<file path="config.mk">
export PLATFORM = sky130hd
export DESIGN_NAME = decode_stage_flat
export DESIGN_NICKNAME = d
export VERILOG_FILES = /design/src/rtl/decode_stage_if.sv /design/src/rtl/decode_stage.sv /design/src/flat_wrapper.sv
export SDC_FILE = /design/constraint.sdc
export NUM_CORES = 2
export LEC_CHECK = 0
export BUFFER_PORTS_ARGS = -buffer_cell sky130_fd_sc_hd__buf_4
export CAP_MARGIN = 15
export CORE_MARGIN = 2
export CORE_UTILIZATION = 45
export DETAILED_ROUTE_END_ITERATION = 6
export GPL_TIMING_DRIVEN = 1
export HOLD_SLACK_MARGIN = 0.12
export SETUP_SLACK_MARGIN = 0.05
export SLEW_MARGIN = 20
export SYNTH_ARGS = -nofsm -noshare
export SYNTH_HDL_FRONTEND = slang
export SYNTH_SLANG_ARGS = --single-unit
</file>
<file path="constraint.sdc">
create_clock -name clk -period 3.8 [get_ports clk]
set_input_delay 0.76 -clock clk [delete_from_list [all_inputs] [get_ports clk]]
set_output_delay 0.76 -clock clk [all_outputs]
set_load 0.02 [all_outputs]
</file>
<file path="src/rtl/decode_stage_if.sv">
// Fetch-side, writeback and ID/EX signals of the LEGv8 decode stage.
// The stage itself connects through the slave modport.
interface decode_stage_if #(parameter int WORD = 64);
   logic            in_valid;
   logic            in_ready;
   logic [31:0]     instr;
   logic [WORD-1:0] pc;
   logic            wb_en;
   logic [4:0]      wb_reg;
   logic [WORD-1:0] wb_data;
   logic            flush;
   logic            out_valid;
   logic            out_ready;
   logic [WORD-1:0] out_pc;
   logic [WORD-1:0] out_read_data1;
   logic [WORD-1:0] out_read_data2;
   logic [WORD-1:0] out_ext_imm;
   logic [4:0]      out_rn;
   logic [4:0]      out_rm;
   logic [4:0]      out_rd;
   logic [10:0]     out_alu_con_instr;
   logic [1:0]      out_alu_op;
   logic            out_uncondbranch;
   logic            out_branch;
   logic            out_mem_read;
   logic            out_mem_to_reg;
   logic            out_mem_write;
   logic            out_alu_src;
   logic            out_reg_write;
   logic            out_illegal;

   modport slave (
      input  in_valid, instr, pc, wb_en, wb_reg, wb_data, flush, out_ready,
      output in_ready, out_valid, out_pc, out_read_data1, out_read_data2, out_ext_imm,
             out_rn, out_rm, out_rd, out_alu_con_instr, out_alu_op, out_uncondbranch,
             out_branch, out_mem_read, out_mem_to_reg, out_mem_write, out_alu_src,
             out_reg_write, out_illegal
   );

   modport master (
      output in_valid, instr, pc, wb_en, wb_reg, wb_data, flush, out_ready,
      input  in_ready, out_valid, out_pc, out_read_data1, out_read_data2, out_ext_imm,
             out_rn, out_rm, out_rd, out_alu_con_instr, out_alu_op, out_uncondbranch,
             out_branch, out_mem_read, out_mem_to_reg, out_mem_write, out_alu_src,
             out_reg_write, out_illegal
   );
endinterface

</file>
<file path="src/rtl/decode_stage.sv">
// LEGv8 instruction decode stage: register file with writeback bypass, R/D/CB/B
// decode, load-use stall, flush and a valid/ready ID/EX pipeline register.
module decode_stage #(
   parameter int WORD     = 64,
   parameter bit ZERO_REG = 1'b1
) (
   input logic           clk,
   input logic           rst_n,
   decode_stage_if.slave bus
);
   localparam logic [10:0] OP_ADD  = 11'b10001011000;
   localparam logic [10:0] OP_SUB  = 11'b11001011000;
   localparam logic [10:0] OP_AND  = 11'b10001010000;
   localparam logic [10:0] OP_ORR  = 11'b10101010000;
   localparam logic [10:0] OP_LDUR = 11'b11111000010;
   localparam logic [10:0] OP_STUR = 11'b11111000000;

   logic [WORD-1:0] rf [32];
   logic [10:0]     opc;
   logic [4:0]      rn, rm, rd, reg2;
   logic [1:0]      alu_op;
   logic            uncond, branch, mem_read, mem_to_reg, mem_write, alu_src, reg_write;
   logic            illegal, use_rd, is_r;
   logic [WORD-1:0] ext_imm, rd1, rd2;
   logic            hazard, accept;

   assign opc  = bus.instr[31:21];
   assign rn   = bus.instr[9:5];
   assign rm   = bus.instr[20:16];
   assign rd   = bus.instr[4:0];
   assign reg2 = use_rd ? rd : rm;

   always_comb begin
      alu_op     = 2'b00;
      uncond     = 1'b0;
      branch     = 1'b0;
      mem_read   = 1'b0;
      mem_to_reg = 1'b0;
      mem_write  = 1'b0;
      alu_src    = 1'b0;
      reg_write  = 1'b0;
      illegal    = 1'b0;
      use_rd     = 1'b0;
      is_r       = 1'b0;
      ext_imm    = '0;
      casez (opc)
         OP_ADD, OP_SUB, OP_AND, OP_ORR: begin
            is_r      = 1'b1;
            alu_op    = 2'b10;
            reg_write = 1'b1;
         end
         OP_LDUR: begin
            alu_src    = 1'b1;
            mem_read   = 1'b1;
            mem_to_reg = 1'b1;
            reg_write  = 1'b1;
            ext_imm    = {{(WORD-9){bus.instr[20]}}, bus.instr[20:12]};
         end
         OP_STUR: begin
            alu_src   = 1'b1;
            mem_write = 1'b1;
            use_rd    = 1'b1;
            ext_imm   = {{(WORD-9){bus.instr[20]}}, bus.instr[20:12]};
         end
         11'b10110100???: begin
            branch  = 1'b1;
            use_rd  = 1'b1;
            alu_op  = 2'b01;
            ext_imm = {{(WORD-19){bus.instr[23]}}, bus.instr[23:5]};
         end
         11'b000101?????: begin
            uncond  = 1'b1;
            ext_imm = {{(WORD-26){bus.instr[25]}}, bus.instr[25:0]};
         end
         default: illegal = 1'b1;
      endcase
   end

   // Bypass first, then the zero register overrides it.
   always_comb begin
      rd1 = rf[rn];
      rd2 = rf[reg2];
      if (bus.wb_en && bus.wb_reg == rn)   rd1 = bus.wb_data;
      if (bus.wb_en && bus.wb_reg == reg2) rd2 = bus.wb_data;
      if (ZERO_REG && rn == 5'd31)         rd1 = '0;
      if (ZERO_REG && reg2 == 5'd31)       rd2 = '0;
   end

   always_ff @(posedge clk or negedge rst_n) begin
      if (!rst_n) begin
         for (int i = 0; i < 32; i++) rf[i] <= '0;
      end else if (bus.wb_en && !(ZERO_REG && bus.wb_reg == 5'd31)) begin
         rf[bus.wb_reg] <= bus.wb_data;
      end
   end

   assign hazard = bus.out_valid && bus.out_mem_read && bus.out_rd != 5'd31 &&
                   (bus.out_rd == rn || ((is_r || use_rd) && bus.out_rd == reg2));
   assign bus.in_ready = !bus.flush && !hazard && (!bus.out_valid || bus.out_ready);
   assign accept = bus.in_valid && bus.in_ready;

   always_ff @(posedge clk or negedge rst_n) begin
      if (!rst_n) begin
         bus.out_valid         <= 1'b0;
         bus.out_pc            <= '0;
         bus.out_read_data1    <= '0;
         bus.out_read_data2    <= '0;
         bus.out_ext_imm       <= '0;
         bus.out_rn            <= '0;
         bus.out_rm            <= '0;
         bus.out_rd            <= '0;
         bus.out_alu_con_instr <= '0;
         bus.out_alu_op        <= '0;
         bus.out_uncondbranch  <= 1'b0;
         bus.out_branch        <= 1'b0;
         bus.out_mem_read      <= 1'b0;
         bus.out_mem_to_reg    <= 1'b0;
         bus.out_mem_write     <= 1'b0;
         bus.out_alu_src       <= 1'b0;
         bus.out_reg_write     <= 1'b0;
         bus.out_illegal       <= 1'b0;
      end else if (bus.flush) begin
         bus.out_valid <= 1'b0;
      end else if (accept) begin
         bus.out_valid         <= 1'b1;
         bus.out_pc            <= bus.pc;
         bus.out_read_data1    <= rd1;
         bus.out_read_data2    <= rd2;
         bus.out_ext_imm       <= ext_imm;
         bus.out_rn            <= rn;
         bus.out_rm            <= rm;
         bus.out_rd            <= rd;
         bus.out_alu_con_instr <= opc;
         bus.out_alu_op        <= alu_op;
         bus.out_uncondbranch  <= uncond;
         bus.out_branch        <= branch;
         bus.out_mem_read      <= mem_read;
         bus.out_mem_to_reg    <= mem_to_reg;
         bus.out_mem_write     <= mem_write;
         bus.out_alu_src       <= alu_src;
         bus.out_reg_write     <= reg_write;
         bus.out_illegal       <= illegal;
      end else if (bus.out_ready) begin
         // Nothing accepted while execute drains: this is the bubble.
         bus.out_valid <= 1'b0;
      end
   end
endmodule

</file>
<file path="src/flat_wrapper.sv">
// flat-port wrapper written by rule: the top's interface ports become plain ports
module decode_stage_flat 
#(
   parameter int WORD     = 64,
   parameter bit ZERO_REG = 1'b1
)
  (clk, rst_n, bus_in_valid, bus_instr, bus_pc, bus_wb_en, bus_wb_reg, bus_wb_data, bus_flush, bus_out_ready, bus_in_ready, bus_out_valid, bus_out_pc, bus_out_read_data1, bus_out_read_data2, bus_out_ext_imm, bus_out_rn, bus_out_rm, bus_out_rd, bus_out_alu_con_instr, bus_out_alu_op, bus_out_uncondbranch, bus_out_branch, bus_out_mem_read, bus_out_mem_to_reg, bus_out_mem_write, bus_out_alu_src, bus_out_reg_write, bus_out_illegal);
  decode_stage_if #(.WORD(WORD)) bus_i ();
  input logic clk;
  input logic rst_n;
  input wire logic [$bits(bus_i.in_valid)-1:0] bus_in_valid;
  input wire logic [$bits(bus_i.instr)-1:0] bus_instr;
  input wire logic [$bits(bus_i.pc)-1:0] bus_pc;
  input wire logic [$bits(bus_i.wb_en)-1:0] bus_wb_en;
  input wire logic [$bits(bus_i.wb_reg)-1:0] bus_wb_reg;
  input wire logic [$bits(bus_i.wb_data)-1:0] bus_wb_data;
  input wire logic [$bits(bus_i.flush)-1:0] bus_flush;
  input wire logic [$bits(bus_i.out_ready)-1:0] bus_out_ready;
  output wire logic [$bits(bus_i.in_ready)-1:0] bus_in_ready;
  output wire logic [$bits(bus_i.out_valid)-1:0] bus_out_valid;
  output wire logic [$bits(bus_i.out_pc)-1:0] bus_out_pc;
  output wire logic [$bits(bus_i.out_read_data1)-1:0] bus_out_read_data1;
  output wire logic [$bits(bus_i.out_read_data2)-1:0] bus_out_read_data2;
  output wire logic [$bits(bus_i.out_ext_imm)-1:0] bus_out_ext_imm;
  output wire logic [$bits(bus_i.out_rn)-1:0] bus_out_rn;
  output wire logic [$bits(bus_i.out_rm)-1:0] bus_out_rm;
  output wire logic [$bits(bus_i.out_rd)-1:0] bus_out_rd;
  output wire logic [$bits(bus_i.out_alu_con_instr)-1:0] bus_out_alu_con_instr;
  output wire logic [$bits(bus_i.out_alu_op)-1:0] bus_out_alu_op;
  output wire logic [$bits(bus_i.out_uncondbranch)-1:0] bus_out_uncondbranch;
  output wire logic [$bits(bus_i.out_branch)-1:0] bus_out_branch;
  output wire logic [$bits(bus_i.out_mem_read)-1:0] bus_out_mem_read;
  output wire logic [$bits(bus_i.out_mem_to_reg)-1:0] bus_out_mem_to_reg;
  output wire logic [$bits(bus_i.out_mem_write)-1:0] bus_out_mem_write;
  output wire logic [$bits(bus_i.out_alu_src)-1:0] bus_out_alu_src;
  output wire logic [$bits(bus_i.out_reg_write)-1:0] bus_out_reg_write;
  output wire logic [$bits(bus_i.out_illegal)-1:0] bus_out_illegal;
  assign bus_i.in_valid = bus_in_valid;
  assign bus_i.instr = bus_instr;
  assign bus_i.pc = bus_pc;
  assign bus_i.wb_en = bus_wb_en;
  assign bus_i.wb_reg = bus_wb_reg;
  assign bus_i.wb_data = bus_wb_data;
  assign bus_i.flush = bus_flush;
  assign bus_i.out_ready = bus_out_ready;
  assign bus_in_ready = bus_i.in_ready;
  assign bus_out_valid = bus_i.out_valid;
  assign bus_out_pc = bus_i.out_pc;
  assign bus_out_read_data1 = bus_i.out_read_data1;
  assign bus_out_read_data2 = bus_i.out_read_data2;
  assign bus_out_ext_imm = bus_i.out_ext_imm;
  assign bus_out_rn = bus_i.out_rn;
  assign bus_out_rm = bus_i.out_rm;
  assign bus_out_rd = bus_i.out_rd;
  assign bus_out_alu_con_instr = bus_i.out_alu_con_instr;
  assign bus_out_alu_op = bus_i.out_alu_op;
  assign bus_out_uncondbranch = bus_i.out_uncondbranch;
  assign bus_out_branch = bus_i.out_branch;
  assign bus_out_mem_read = bus_i.out_mem_read;
  assign bus_out_mem_to_reg = bus_i.out_mem_to_reg;
  assign bus_out_mem_write = bus_i.out_mem_write;
  assign bus_out_alu_src = bus_i.out_alu_src;
  assign bus_out_reg_write = bus_i.out_reg_write;
  assign bus_out_illegal = bus_i.out_illegal;
  decode_stage #(.WORD(WORD), .ZERO_REG(ZERO_REG)) u_core (.clk(clk), .rst_n(rst_n), .bus(bus_i));
endmodule
</file>
== Word level (Yosys, flattened, before mapping) ==
Cells that the tools add are included.

* $lt $le $gt $ge: 4
* Divide/modulo/power cells: 0
* Bitwise operators: 4
* Shifts and indexed selects: 0
* $mul: 0
* Equal/unequal tests: 16
* $add $sub $neg: 0
* Reduce and logical (&&, ||, !) cells: 25
* Mux-type cells: 28

{| class="wikitable"
|+ Operator list
! cell !! number
|-
| $bwmux 2048 || 1
|-
| $bmux 64 s5 || 2
|-
| $mux 64 || 9
|-
| $demux 64 s5 || 1
|-
| $pmux 64 s3 || 1
|-
| $eq 11x11->1 const B || 6
|-
| $eq 5x5->1 || 4
|-
| $ge 6x6->1 const B || 3
|-
| $not 5->6 || 3
|-
| $eq 5x5->1 const B || 3
|-
| $mux 1 || 12
|-
| $logic_and 1x1->1 || 11
|-
| $eq 8x8->1 const B || 1
|-
| $reduce_or 8->1 || 1
|-
| $eq 6x3->1 const B || 1
|-
| $lt 6x1->1 const B || 1
|-
| $mux 5 || 1
|-
| $ne 5x5->1 const B || 1
|-
| $reduce_or 5->1 || 1
|-
| $logic_not 1->1 || 4
|-
| $pmux 2 s2 || 1
|-
| $reduce_or 2->1 || 2
|-
| $reduce_or 4->1 || 1
|-
| $logic_or 1x1->1 || 3
|-
| other kinds (3) || 3
|}

* Memories kept: 0
* Flip-flop bits (word level): 2,340
* Output and inout bits: 294
* Bits in latches: 0
* Memory bits (writable): 0
* ROM bits: 0

== Depth between registers and ports, before layout ==
* Depth in word-level cells: 14
* Depth in mapped cells: 15

== Worst setup path after synthesis ==
Ideal clock, no wire load.

* Kind: input port to flip-flop
* Start: input bus_instr[5]
* End: register u_core.bus.out_read_data1[62]
* Stages on the path: 11
* Path slack: 0.203 ns
* Data arrival time: 3.473 ns
* Required time: 3.676 ns
* Cell sequence: clkbuf_1 -> clkbuf_1 -> buf_2 -> buf_1 -> clkbuf_1 -> mux4_2 -> mux4_2 -> mux2i_1 -> nor2_1 -> a21oi_1 -> o21ai_1

* Longest elaborated chain between the ends: 8
* Elaborated cells on any way between the ends: 17
* Those cells by class: eq/ne: 3; mux: 5; bitwise: 1; reduce/logical: 8

{| class="wikitable"
|+ RTL lines
! item !! RTL line !! source
|-
| start, declared || flat_wrapper.sv:12 || <nowiki>input wire logic [$bits(bus_i.instr)-1:0] bus_instr;</nowiki>
|-
| branches (longest 8 deep; another with $bmux 64 s5) || n/a ||
|-
| end signal, assigned || decode_stage.sv:127 || <nowiki>bus.out_read_data1 <= rd1;</nowiki>
|-
| end, declared || decode_stage_if.sv:34 || <nowiki>output in_ready, out_valid, out_pc, out_read_data1, out_read_data2, out_ext_imm,</nowiki>
|}

Several ways; the timed one is not identified. The select of a mux whose other input is x is not followed.
A chain may end at the register's enable or synchronous reset.

== Final worst setup path ==
* Start: input bus_instr[21]
* End: output bus_in_ready

* Longest elaborated chain between the ends: 11
* Elaborated cells on any way between the ends: 18
* Those cells by class: eq/ne: 6; mux: 3; reduce/logical: 9

{| class="wikitable"
|+ RTL lines
! item !! RTL line !! source
|-
| $eq 11x11->1 || decode_stage.sv:46 || <nowiki>casez (opc)</nowiki>
|-
| $reduce_or 2->1 (no source line) || n/a ||
|-
| $mux 1 || decode_stage.sv:46 ||
|-
| $mux 5 || decode_stage.sv:31 || <nowiki>assign reg2 = use_rd ? rd : rm;</nowiki>
|-
| $eq 5x5->1 || decode_stage.sv:98 || <nowiki>(bus.out_rd == rn || ((is_r || use_rd) && bus.out_rd == reg2));</nowiki>
|-
| $logic_and 1x1->1 (*) || decode_stage.sv:98 ||
|-
| $logic_or 1x1->1 (*) || decode_stage.sv:98 ||
|-
| $logic_and 1x1->1 (*) || decode_stage.sv:97 || <nowiki>assign hazard = bus.out_valid && bus.out_mem_read && bus.out_rd != 5'd31 &&</nowiki>
|-
| $logic_not 1->1 (*) || decode_stage.sv:99 || <nowiki>assign bus.in_ready = !bus.flush && !hazard && (!bus.out_valid || bus.out_ready);</nowiki>
|-
| $logic_and 1x1->1 (*) (2 in series) || decode_stage.sv:99 ||
|-
| end, declared || flat_wrapper.sv:19 || <nowiki>output wire logic [$bits(bus_i.in_ready)-1:0] bus_in_ready;</nowiki>
|}

Mark *: on every way between the ends. The rest lies on a longest branch, timed or not.

==> results_dict.tcl <==
set metrics [dict create \
    fin_ws_ns 0.09504 \
    num_vias 95080 \
    rsz0062_at_grt "no" \
    peakVddDrop_uv 332.2 \
    setup_viol 0 \
    clock-root-buffer "clkbuf_16" \
    multiInputGateArea_um2 59630 \
    ant_nets 0 \
    clock.fmax_mhz 269.9 \
    slowest_delay_ns 0.54 \
    yosys-top-cells-area "dfrtp_1, mux2_2, mux4_2" \
    ios 465 \
    num_rows 190 \
    finalMaxSlewViolations 0 \
    dp_slack_ns -0.7144 \
    hp-class "input pin to register" \
    grt_antenna_before_repair 28 \
    core-area_um2 268200 \
    synth_top_area_cell "dfrtp_1" \
    numPortBuffers 464 \
    start_kind "input pin" \
    finClkSkew_ns 0.05750 \
    syn_inst 10870 \
    gp_congestion 0.8905 \
    cp_cell_sequence "buf_4 > or4b_4 > o21ai_4 > buf_6 > and3_1 > o21ai_0 > a2111o_1 > o21a_1 > buf_4" \
    tightestPinTransition_ns 1.058 \
    finalCritPeriodShare_pct 97.50 \
    relSlewSlack_pct 29.29 \
    yosysWarnings 0 \
    grt_pass1_vias 93940 \
    startpoint "bus_instr[21]" \
    synthTopCellsByCount "nand2_1, dfrtp_1, mux2_2" \
    end_kind "primary output" \
    drtIter0Drc 11270 \
    crit_type "input pin to primary output" \
    p_switching_mw 22.25 \
    r2r_start "u_core.bus.out_rd[2]" \
    yosysMostFrequentCell "nand2_1" \
    start_util_pct 45.30 \
    stdcell_count 14970 \
    grt_pass1_wl_um 650700 \
    netlist_area_um2 121500 \
    power.leakage_nw 63.08 \
    clock_power_share_pct 34.9 \
    yosysSeqAreaShare_pct 47.42 \
    place_inst 14420 \
    synth_cell_types 67 \
    die_w_um 523.6 \
    fin_setup_tns_ns 0 \
    crit_top_cell "buf_4" \
    vias_per_cell 6.353 \
    clk_pin_slew_ns 0.06 \
    cts_inserted_buffers 267 \
    power_density_nw_per_um2 528.6 \
    ys.flop_type "dfrtp_1" \
    dr.pass1.iters 6 \
    seq_power_share_pct 43.5 \
    grt_overflow 0 \
    p_total_mw 75.58 \
    cp.arrival_ns 2.94 \
    drcViolationCount 0 \
    cap_violations 0 \
    synth_top_area_share_pct 47.42 \
    cts_tree "built" \
    track_usage_pct 31.97 \
    ys_seq_elements 2302 \
    clk_path_buf_depth 4 \
    finalHoldViolCount 0 \
    avgSynthCellArea_um2 11.18 \
    swShare_pct 29.44 \
    die_h_um 523.6 \
    period_needed_ns 3.705 \
    ff_latch_area_um2 57610 \
    finalWirelength_um 444700 \
    grt_max_degree 161 \
    worstPathMaxFanout 8 \
    status "complete, no violations" \
    synth_nets 11040 \
    fillers 22790 \
    final_nets 11370 \
    crit_slowest_cell "or4b_4" \
    wl_per_cell_um 29.71 \
    p_comb_share_pct 21.6 \
    internal-power_mw 53.33 \
    htree_num_levels 5 \
    clock-sinks 2302 \
    hpwl_um 274900 \
    area_growth_pct 17.70 \
    synth_edf_count 0 \
    holdWs_ns 0.1586 \
    drive_above_1_share_pct 37.05 \
    die_area_um2 274100 \
    cp.required_ns 3.04 \
    async_flop_share_pct 100.0 \
    clk_latency_ns 0.88 \
    min_from "bus_pc[3]" \
]
sequential cells by signal, summed over array words and instances (netlist names), 2 cells and up:
name and count:
u_core.bus.out_alu_con_instr 11, u_core.bus.out_alu_op 2, u_core.bus.out_ext_imm 26, u_core.bus.out_pc 64, u_core.bus.out_rd 5, u_core.bus.out_read_data1 64, u_core.bus.out_read_data2 64, u_core.bus.out_rm 5
u_core.bus.out_rn 5, u_core.rf 2048
power groups by stage:
| stage | sequential, mW | combinational, mW | clock (mW) |
|---|---|---|---|
| final | 32.9 | 16.3 | 26.4 |
| after global routing | 33.4 | 17.5 | 27.7 |
| after CTS | 32.7 | 16.3 | 26.7 |
| after detailed placement | 33.1 | 16.2 | 0 |
| after global placement | 32.8 | 15.8 | 0 |
| after floorplan | 32.4 | 10.4 | 0 |
critical path: cells and delay by family:
family | cells | cell delay (ns)
AOI/OAI and AO/OA | 4 | 0.96
buffers and inverters | 3 | 0.50
and+or+nand+nor | 2 | 0.72
final timing paths:
path	slack, ns	cells past startpoint	endpoint
worst max-delay path	0.1	9	bus_in_ready
worst min-delay path	0.16	3	u_core.bus.out_pc[3]
worst max register to register	0.86	9	u_core.bus.out_read_data2[17]
worst min register to register	0.40	0	u_core.rf[24]
max in group asynchronous	1.91	3	u_core.bus.out_ext_imm[62]
min in group asynchronous	0.49	2	u_core.rf[1959]
kinds of logic (layout without fill, tap and decap cells):
family	count (synthesis)	count (layout)	synth area share, %
simple gates	3714	3714	12.73
flops	2302	2302	47.42
mux	2753	2753	31.32
xor+xnor	20	20	0.1442
buf+inv	1130	1658	3.830
other cells	0	18	0
compound gates	949	949	4.557
per-stage QoR:
step	area (um2)	util, %
floorplan	121500	-
global placement	133500	49.77
detailed placement	133500	49.77
CTS	142900	53.29
global route	143000	53.32
finish	143000	53.32
timing repair:
item                                   in CTS  in global routing
hold buffers                               58                  0
endpoints found under the hold margin      75                  0
setup endpoints to repair                   1                  1
resized for setup                           0                  3
buffers inserted                            2                  3
pin swaps                                   2                  3
area by class of cell:
cell class	count	area share (%)
Antenna cell	18	0.03150
Clock buffer	397	5.583
Clock inverter	70	0.5941
Inverter	8	0.02100
Multi-Input combinational cell	7436	41.70
Sequential cell	2302	40.29
Tap cell	3552	3.108
Timing Repair Buffer	1183	8.673
placed cells by master, fill, tap and decap left out, drive strengths merged, types with 3 or more instances in the layout:
cell / count
a2111oi: 20
a211oi: 48
a21oi: 401
a221oi: 29
a222oi: 8
a311oi: 6
a31oi: 59
a32oi: 27
and2: 9
and3: 8
buf: 1124
bufinv: 16
clkbuf: 398
clkinv: 42
dfrtp: 2302
diode: 18
dlygate4sd3: 58
inv: 18
mux2: 1986
mux2i: 127
mux4: 640
nand2: 2456
nand2b: 6
nand3: 963
nand3b: 4
nand4: 40
nor2: 184
nor3: 12
nor3b: 4
nor4: 8
o211ai: 6
o21ai: 232
o22ai: 92
o2bb2ai: 3
or3: 5
xnor2: 11
xor2: 9
per-layer routing:
metal | vias to the layer above | share of wire, % | GRT usage (%)
li1 | 39400 | - | -
met1 | 49270 | 40 | 43.56
met2 | 5248 | 45 | 48.90
met3 | 1142 | 9.5 | 6.996
met4 | 20 | 5.0 | 14.82
met5 | - | 0.047 | 0
No activity file was read; power rests on OpenSTA's default activity.
